### src/rtl/edge_gen.sv
// Programmable pulse-train generator: on an accepted start, emits num pulses of high_len/low_len
// cycles on a registered output, then a one-cycle done strobe. Optional abort: EDGE_GEN_ABORT_EN.
module edge_gen #(
  parameter int unsigned CNT_W = 8,
  parameter int unsigned NUM_W = 8
) (
  input  logic             clk,
  input  logic             rst,
  input  logic             start,
  input  logic [CNT_W-1:0] high_len,
  input  logic [CNT_W-1:0] low_len,
  input  logic [NUM_W-1:0] num,
`ifdef EDGE_GEN_ABORT_EN
  input  logic             abort,
`endif
  output logic             ready,
  output logic             busy,
  output logic             a,
  output logic             done
);

  typedef enum logic [1:0] {StIdle, StHigh, StLow, StDone} state_e;

  state_e           state_q, state_d;
  logic [CNT_W-1:0] h_q, h_d, l_q, l_d, phase_q, phase_d;
  logic [NUM_W-1:0] rem_q, rem_d;
  logic             a_q, a_d, busy_q, busy_d, done_q, done_d, ready_q, ready_d;
  logic             abort_w;

`ifdef EDGE_GEN_ABORT_EN
  assign abort_w = abort;
`else
  assign abort_w = 1'b0;
`endif

  always_comb begin
    state_d = state_q;
    h_d     = h_q;
    l_d     = l_q;
    phase_d = phase_q;
    rem_d   = rem_q;
    unique case (state_q)
      StIdle: begin
        if (start) begin
          // Zero-length phases are stretched to one cycle so every pulse has real edges.
          h_d     = (high_len == '0) ? CNT_W'(1) : high_len;
          l_d     = (low_len == '0) ? CNT_W'(1) : low_len;
          rem_d   = num;
          phase_d = '0;
          state_d = (num != '0) ? StHigh : StDone;
        end
      end
      StHigh: begin
        if (abort_w) begin
          phase_d = '0;
          state_d = StDone;
        end else if (phase_q == h_q - CNT_W'(1)) begin
          phase_d = '0;
          state_d = StLow;
        end else begin
          phase_d = phase_q + CNT_W'(1);
        end
      end
      StLow: begin
        if (abort_w) begin
          phase_d = '0;
          state_d = StDone;
        end else if (phase_q == l_q - CNT_W'(1)) begin
          phase_d = '0;
          rem_d   = rem_q - NUM_W'(1);
          state_d = (rem_q == NUM_W'(1)) ? StDone : StHigh;
        end else begin
          phase_d = phase_q + CNT_W'(1);
        end
      end
      StDone: state_d = StIdle;
      default: state_d = StIdle;
    endcase
  end

  // Outputs are decoded from the next state so they come straight out of flops.
  always_comb begin
    a_d     = (state_d == StHigh);
    busy_d  = (state_d == StHigh) || (state_d == StLow);
    done_d  = (state_d == StDone);
    ready_d = (state_d == StIdle);
  end

  always_ff @(posedge clk or posedge rst) begin
    if (rst) begin
      state_q <= StIdle;
      h_q     <= '0;
      l_q     <= '0;
      phase_q <= '0;
      rem_q   <= '0;
      a_q     <= 1'b0;
      busy_q  <= 1'b0;
      done_q  <= 1'b0;
      ready_q <= 1'b1;
    end else begin
      state_q <= state_d;
      h_q     <= h_d;
      l_q     <= l_d;
      phase_q <= phase_d;
      rem_q   <= rem_d;
      a_q     <= a_d;
      busy_q  <= busy_d;
      done_q  <= done_d;
      ready_q <= ready_d;
    end
  end

  assign a     = a_q;
  assign busy  = busy_q;
  assign done  = done_q;
  assign ready = ready_q;

endmodule

### config.mk
export PLATFORM = sky130hd
export DESIGN_NAME = edge_gen
export DESIGN_NICKNAME = d
export VERILOG_FILES = /design/src/rtl/edge_gen.sv
export SDC_FILE = /design/constraint.sdc
export NUM_CORES = 1
export LEC_CHECK = 0
export ABC_CLOCK_PERIOD_IN_PS = 2930
export CORE_MARGIN = 2
export CORE_UTILIZATION = 52
export DETAILED_ROUTE_END_ITERATION = 10
export PLACE_DENSITY = 0.75
export SLEW_MARGIN = 20
export SYNTH_ARGS = -nofsm -noshare
export SYNTH_HDL_FRONTEND = slang
export SYNTH_SLANG_ARGS = --single-unit
### constraint.sdc
create_clock -name clk -period 2.93 [get_ports clk]
set_input_delay 0.293 -clock clk [delete_from_list [all_inputs] [get_ports clk]]
set_output_delay 0.293 -clock clk [all_outputs]
set_load 0.005 [all_outputs]
==> Word-level counts from Yosys, hierarchy flattened <==
Index checks and enable logic that the tools add are counted.
{ "classes": {"addsub": 4, "eq_ne": 11, "n_mux": 15, "reduce_logical": 11} }
{ "op_table": {"columns": ["cell", "count"], "rows": [
  ["$mux W8", 7],
  ["$pmux W8 S3", 1],
  ["$sub A8 B1 Y8 const B", 3],
  ["$eq A8 B8 Y1", 2],
  ["$logic_not A8 Y1", 2],
  ["$pmux W8 S2", 1],
  ["$mux W2", 5],
  ["$add A8 B1 Y8 const B", 1],
  ["$eq A2 B2 Y1 const B", 4],
  ["$eq A8 B1 Y1 const B", 1],
  ["$pmux W2 S4", 1],
  ["$reduce_bool A8 Y1", 1],
  ["$eq A2 B1 Y1 const B", 2],
  ["$logic_not A2 Y1", 2],
  ["$ne A2 B2 Y1 const B", 2],
  ["$reduce_and A2 Y1", 2],
  ["$reduce_and A3 Y1", 1],
  ["$reduce_bool A3 Y1", 1],
  ["$reduce_bool A2 Y1", 1],
  ["$logic_or A1 B1 Y1", 1]
]} }
{ "word_totals": {"reg_bits": 38, "output_inout_bits": 4, "elab_cells": 50} }

==> Longest topological paths before layout <==
Gate-level depths: netlist of the first run.
{ "logic_depth": {"word_depth": 6, "depth_mapped": 10, "depth_no_buf": 10} }

==> Worst setup path after synthesis of the first run <==
Ideal clock, no wire load.
{ "synth_timing": {"path_type": "reg2reg", "startpoint": "register h_q[0]", "endpoint": "register busy_q (netlist: busy)", "setup_time_ns": 0.126, "t_arrival_ns": 2.344, "setup_slack_ns": 0.460, "path_stages_with_launch": 10, "n_path_buf": 0, "synth_period_minus_slack_ns": 2.470, "path_cell_list": "dfrtp_1 -> inv_1 -> ha_1 -> or3b_1 -> a2111oi_0 -> nand3_1 -> o21ai_1 -> o21ai_0 -> o221a_2 -> ha_1"} }
{ "synth_via": {"elab_chain_cells": 6, "word_cells_on_any_way": 7, "cone_classes": "add/sub (1); eq/ne (3); mux (2); reduce/logical (1)"} }
{ "synth_lines": {"columns": ["item", "line", "rtl"], "rows": [
  ["start, declared", "25", "logic [CNT_W-1:0] h_q, h_d, l_q, l_d, phase_q, phase_d;"],
  ["start signal, assigned", "92", "h_q <= '0;"],
  ["start signal, assigned", "102", "h_q <= h_d;"],
  ["$sub A8 B1 Y8 (*)", "57", "end else if (phase_q == h_q - CNT_W'(1)) begin"],
  ["$eq A8 B8 Y1 (*)", "57", null],
  ["$mux W2 (*)", "57", null],
  ["$pmux W2 S4 (*)", "42", "unique case (state_q)"],
  ["$eq A2 B1 Y1 / $eq A2 B2 Y1 (equally long branches)", "84", "busy_d = (state_d == StHigh) || (state_d == StLow);"],
  ["$logic_or A1 B1 Y1 (*)", "84", null],
  ["via busy_d", "27", "logic a_q, a_d, busy_q, busy_d, done_q, done_d, ready_q, ready_d;"],
  ["end signal, assigned", "107", "busy_q <= busy_d;"],
  ["end, declared", "27", null]
]} }
The timed path passes the listed nets; every way through them passes the cells marked *.
A chain may end at the register's enable or synchronous reset.

==> Worst setup path after layout of the first run <==
Same ends and word-level chain as after synthesis.

==> results by group, run 1 <==
Status
  – Status: completed

Layout
  – Final non-filler cell total: 341
  – # fillers: 396
  – Area delta synth->final: 19.6%
  – Ant diodes: 0
  – Layout cell share with drive strength beyond 1: 0.136
  – Nets: 325

Worst setup path
  – Top delay family on crit path: compound AO/OA/AOI/OAI gates
  – Crit path largest cell delay: 0.42 ns
  – CP Cell Sequence: inv_1 -> ha_2 -> or3b_1 -> a2111oi_1 -> nand3_1 -> o21ai_1 -> o21ai_0 -> o221a_2 -> ha_1
  – Buf/Inv on CP: 1
  – R2r endpoint: busy$_DFF_PP0_
  – Reg-to-Reg Start: h_q[0]$_DFFE_PP0P_
  – FF-to-FF path depth: 9
  – Critical path's slowest cell: dfrtp_1
  – CP Data Arrival Time: 2.89 ns
  – Flop2flop setup slack: 0.21 ns
  – Max FO, Critical Path: 5
  – Worst EP required: 3.10 ns
  – Critical path class: reg2reg
  – CP startpoint kind: flop
  – Crit. End Element: flop

Power and ir drop
  – Tot Pwr: 0.00258 W
  – Peak VDD IR: 0.464 mV
  – LEAKAGE: 1.22 nW
  – Pwr Density: 870 mW/mm^2

STA
  – Final setup viols: 0
  – Worst Skew: 0.00683 ns
  – Relative slew slack: 0.475
  – Crit share post-route: 0.929
  – Fmax: 0.367 GHz
  – TNS Setup: 0 ns
  – Slew @ Worst Pin: 0.783 ns
  – Hold_ws: 0.376 ns
  – Fin. max-slew vios: 0
  – RSZ-0062 raised after global routing: no
  – Final Hold Viols: 0
  – Period minus WS final: 2.72 ns
  – Final setup margin: 0.207 ns

Yosys
  – Synthesis-stage register bit count: 38
  – Cell variety after synth: 52
  – Synth area leader: dfrtp_1
  – Sequential area share after synthesis: 0.384
  – Synth Cell Area: 0.00248 mm^2
  – Share of the synthesized area in the top cell type: 0.374
  – Syn Inst Count: 254
  – Syn_nets: 292
  – Syn avg cell area: 9.76 um^2
  – Post-synth ARST share: 1.00
  – Ys flop type: dfrtp_1
  – Number of enable flip-flop cells after synthesis: 0
  – Area contributors post-synth: dfrtp_1 37%, mux2_2 6.8%, ha_1 5.6%, xnor2_1 3.9%, a211oi_1 3.0%
  – Most common cell in the netlist: dfrtp_1
  – Synthesis warning total: 0
  – Synth cell count leaders: 37 x dfrtp_1, 17 x nand2_1, 15 x mux2_2

Clocking
  – Num Clock Sinks: 38
  – Clock transition at path regs: 0.08 ns
  – Max clock buf depth: 2
  – Clk_lat worst skew: 0.28 ns
  – CTS Buf Count: 5
  – # hold bufs at CTS: 0
  – H-tree levels: 2
  – Resize count post-CTS: 0
  – Root Driver: clkbuf_8
  – Setup bufs post-CTS: 0
  – CTS tree: built

Global routing
  – Grt ovf: 0
  – Gr usage total: 0.225
  – Initial antenna violation count: 0
  – First-pass GRT wire length: 9340 um
  – Largest net degree at the start of global routing: 23
  – Vias in the first global route: 1970

Drt
  – Final WL: 5450 um
  – Via density: 6.08
  – Initial DRC count: 120
  – Antenna-violating nets left: 0
  – Vias: 2073
  – Drt wl/cell: 16.0 um
  – Remaining DRCs: 0
  – First-pass iteration count of the detailed router: 4

Job
  – Max-Cap Viols: 0

Placed design
  – Cells after DPL: 334
  – Pre-CTS setup slack: 0.204 ns
  – DP HPWL: 4030 um
  – Routability cong.: 0.820
  – Port-buffer cells: 30

Floorplanning
  – Area of the core: 0.00466 mm^2
  – DIE AREA: 0.00533 mm^2
  – Die height: 73.0 um
  – Row count: 25
  – Starting Density: 0.532
  – I/O pin total: 31
  – Die W: 73.0 um

Min path
  – HP Class: in2async
==> logic make-up (layout without fill, tap and decap cells) <==
group                      count (synthesis)  count (layout)  share of synthesized area
and+or+nand+nor                           72              72                      0.156
AOI/OAI and AO/OA                         69              69                      0.208
DFF                                       38              38                      0.384
buffers and inverters                     25              58                     0.0399
muxes                                     21              21                     0.0924
xor gates and xnor gates                  18              18                     0.0636
adders and majority gates                 11              11                     0.0555
==> sequential cells by signal, summed over array words and instances, names as in the netlist, 2 cells and up <==
| name | flops |
|---|---|
| h_q | 8 |
| l_q | 8 |
| phase_q | 8 |
| rem_q | 8 |
| state_q | 2 |
==> power by group <==
part / leakage [nW] / internal, W / switching [W]
Clock: 0.0573 / 0.000273 / 0.000183
Sequential: 0.464 / 0.000739 / 0.000244
Combinational: 0.704 / 0.000561 / 0.000580
==> worst max path at each step <==
stage / start / cells after the start / endpoint / slack [ns]
floorplan: h_q[0]$_DFFE_PP0P_ / 9 / busy$_DFF_PP0_ / 0.46
global placement: h_q[0]$_DFFE_PP0P_ / 9 / busy$_DFF_PP0_ / 0.31
detailed placement: h_q[0]$_DFFE_PP0P_ / 9 / busy$_DFF_PP0_ / 0.20
CTS: h_q[0]$_DFFE_PP0P_ / 9 / busy$_DFF_PP0_ / 0.18
global route: h_q[0]$_DFFE_PP0P_ / 9 / busy$_DFF_PP0_ / 0.01
finish: h_q[0]$_DFFE_PP0P_ / 9 / busy$_DFF_PP0_ / 0.21
==> cells in the final DEF (no fill, tap or decap), drive strengths merged, types with 2 or more instances in the layout <==
master         count
and4               3
clkdlybuf4s50     30
o21ai             17
o22a               6
a31oi              3
nor4               4
nand3             11
o221ai             2
buf                6
nand2b             2
o221a              2
a21oi              9
or3                4
nand3b             3
ha                11
o211ai             2
a211oi            11
a21boi             2
a22o               2
a41oi              2
xnor2             11
mux2              15
dfrtp             37
xor2               7
clkbuf             6
a2111oi            2
mux2i              6
nor2              12
nand2             17
inv               14
nor3               7
a21o               2
and3               5
==> per-layer routing <==
metal,GRT usage,vias to the layer above,routed length [um]
met2,0.356,52,2700
met3,0.0387,8,218
met5,0,-,0
li1,-,1006,-
met1,0.315,1007,2470
met4,0.0720,0,65
==> cell type report <==
class                   instances  area, um^2  area share
well taps                      54        67.6      0.0228
flip-flops and latches         38         952       0.321
inverters                      15        56.3      0.0190
clock buffers                   6        82.6      0.0278
repair buffers                 36         345       0.116
clock inverters                 1        30.0      0.0101
multi-input cells             191        1430       0.483
==> metrics by stage <==
step                instance area [um^2]  utilization
floorplan                           2480            -
global placement                    2850        0.611
detailed placement                  2850        0.611
CTS                                 2960        0.635
global route                        2970        0.636
finish                              2970        0.636
(Power assumes the default switching activity.)
==> run 2, diff against run 1 <==
--- a/config.mk
+++ b/config.mk
@@ -7,9 +7,9 @@
 export LEC_CHECK = 0
 export ABC_CLOCK_PERIOD_IN_PS = 2930
 export CORE_MARGIN = 2
-export CORE_UTILIZATION = 52
+export CORE_UTILIZATION = 56
 export DETAILED_ROUTE_END_ITERATION = 10
-export PLACE_DENSITY = 0.75
+export PLACE_DENSITY = 0.8
 export SLEW_MARGIN = 20
 export SYNTH_ARGS = -nofsm -noshare
 export SYNTH_HDL_FRONTEND = slang
==> results by group, run 2 (synthesis results as in run 1) <==
Global routing
  – First-pass GRT wire length: 9280 um (-0.59%)
  – Initial antenna violation count: 0 (unchanged)
  – Vias in the first global route: 2001 (+1.6%)
  – Largest net degree at the start of global routing: 23 (unchanged)
  – Grt ovf: 0 (unchanged)
  – Gr usage total: 0.235 (+0.00913)

Worst setup path
  – CP Data Arrival Time: 2.90 ns (about the same)
  – Critical path class: reg2reg
  – Max FO, Critical Path: 12 (+7)
  – Worst EP required: 3.12 ns (+0.02 ns)
  – Crit. End Element: flop
  – Crit path largest cell delay: 0.56 ns (+0.14 ns)
  – CP startpoint kind: flop
  – CP Cell Sequence: nor2_1 -> nor4b_2 -> mux2i_1 -> a2111oi_4 -> buf_4 -> o21ai_1 -> o21ba_1 -> o22a_1
  – Critical path's slowest cell: o21ai_1

Floorplanning
  – Die height: 70.5 um (-3.4%)
  – I/O pin total: 31 (unchanged)
  – Row count: 24 (-4.0%)
  – DIE AREA: 0.00497 mm^2 (-6.8%)
  – Starting Density: 0.577 (+0.0454)
  – Die W: 70.5 um (-3.4%)
  – Area of the core: 0.00429 mm^2 (-7.9%)

Clocking
  – Num Clock Sinks: 38 (unchanged)
  – Root Driver: clkbuf_8
  – Max clock buf depth: 2 (unchanged)
  – H-tree levels: 2 (unchanged)
  – CTS Buf Count: 5 (unchanged)
  – Clock transition at path regs: 0.08 ns (about the same)
  – Resize count post-CTS: 0 (unchanged)
  – Clk_lat worst skew: 0.30 ns (+0.02 ns)
  – CTS tree: built
  – Setup bufs post-CTS: 0 (unchanged)
  – # hold bufs at CTS: 0 (unchanged)

Layout
  – Post-Layout Inst Area: 0.00296 mm^2 (about the same)
  – Commonest non-fill, non-tap cell in the layout: dfrtp_1
  – Ant diodes: 0 (unchanged)
  – Area delta synth->final: 19.6% (about the same)
  – Nets: 328 (+0.92%)
  – # fillers: 338 (-15%)
  – Final non-filler cell total: 343 (+0.59%)
  – Post-layout util: 0.690 (+0.0540)
  – Layout cell share with drive strength beyond 1: 0.144 (+0.00844)
  – Most frequent cells in the layout: 37 x dfrtp_1, 30 x clkdlybuf4s50_1, 17 x nand2_1

STA
  – Worst Skew: 0.00750 ns (+0.000673 ns)
  – Crit share post-route: 0.926 (-0.00317)
  – Hold_ws: 0.381 ns (+0.00566 ns)
  – Fmax: 0.368 GHz (+0.34%)
  – Fin. max-slew vios: 0 (unchanged)
  – Final setup viols: 0 (unchanged)
  – RSZ-0062 raised after global routing: no
  – TNS Setup: 0 ns (unchanged)
  – Final Hold Viols: 0 (unchanged)
  – Relative slew slack: 0.530 (+0.0555)
  – Period minus WS final: 2.71 ns (-0.00930 ns)
  – Slew @ Worst Pin: 0.700 ns (-0.0827 ns)

Job
  – Max-Cap Viols: 0 (unchanged)

Status
  – Status: completed

Placed design
  – Routability cong.: 0.836 (+2.0%)
  – Port-buffer cells: 30 (unchanged)
  – Cells after DPL: 335 (+0.30%)
  – DP HPWL: 3960 um (-1.6%)
  – Placed Area: 0.00287 mm^2 (+0.70%)

Drt
  – Final WL: 5320 um (-2.5%)
  – Antenna-violating nets left: 0 (unchanged)
  – First-pass iteration count of the detailed router: 4 (unchanged)
  – Vias: 2057 (-0.77%)
  – Initial DRC count: 100 (-17%)
  – Drt wl/cell: 15.5 um (-3.0%)
  – Remaining DRCs: 0 (unchanged)
  – Via density: 6.00 (-1.4%)

Power and ir drop
  – LEAKAGE: 1.23 nW (+0.46%)
  – Peak VDD IR: 0.486 mV (+4.8%)
  – Pwr Density: 842 mW/mm^2 (-3.2%)

Min path
  – HP Class: in2async
[run 2: path summary, 6_finish.rpt]
kind | start | to | slack [ns] | depth (start not counted)
hold reg to reg | rem_q[7]$_DFFE_PP0P_ | rem_q[7]$_DFFE_PP0P_ | 0.52 | 2
min in group clk | rem_q[7]$_DFFE_PP0P_ | rem_q[7]$_DFFE_PP0P_ | 0.52 | 2
max in group asynchronous | rst | ready$_DFF_PP1_ | 1.75 | 3
hold / removal | rst | h_q[3]$_DFFE_PP0P_ | 0.38 | 2
setup reg to reg | l_q[2]$_DFFE_PP0P_ | rem_q[6]$_DFFE_PP0P_ | 0.22 | 8
setup / recovery | l_q[2]$_DFFE_PP0P_ | rem_q[6]$_DFFE_PP0P_ | 0.22 | 8
[run 2: worst max-delay path: cells and delay by family (launching register included)]
| kind | cells | cell delay, ns |
|---|---|---|
| compound gates | 4 | 1.07 |
| simple gates | 2 | 0.55 |
| flops | 1 | 0.43 |
| buf+inv | 1 | 0.19 |
| mux | 1 | 0.36 |
[run 2: power by group]
part	switching (W)	total [W]	internal [W]
combinational	0.000567	0.00113	0.000566
clock	0.000196	0.000386	0.000190
sequential	0.000239	0.000978	0.000739
[run 2: layer usage]
layer  vias to the layer above  global-route usage  share of wire
met5                         -                   0              0
met3                         9              0.0513          0.044
met2                        45               0.386           0.48
li1                       1019                   -              -
met4                         0              0.0713          0.016
met1                       984               0.314           0.46
[run 2: cell type report]
type,count,area [um^2],area share
flip-flops and latches,38,952,0.321
clock inverters,1,5.00,0.00169
inverters,15,56.3,0.0190
clock buffers,7,86.3,0.0291
well taps,52,65.1,0.0220
repair buffers,39,368,0.124
multi-input cells,191,1430,0.483
[run 2: metrics by stage]
stage	worst slack [ns]	total power, W
after floorplan	0.460	0.00179
after global placement	0.316	0.00206
after detailed placement	0.215	0.00210
after CTS	0.208	0.00249
after global routing	0.0219	0.00268
final	0.216	0.00250
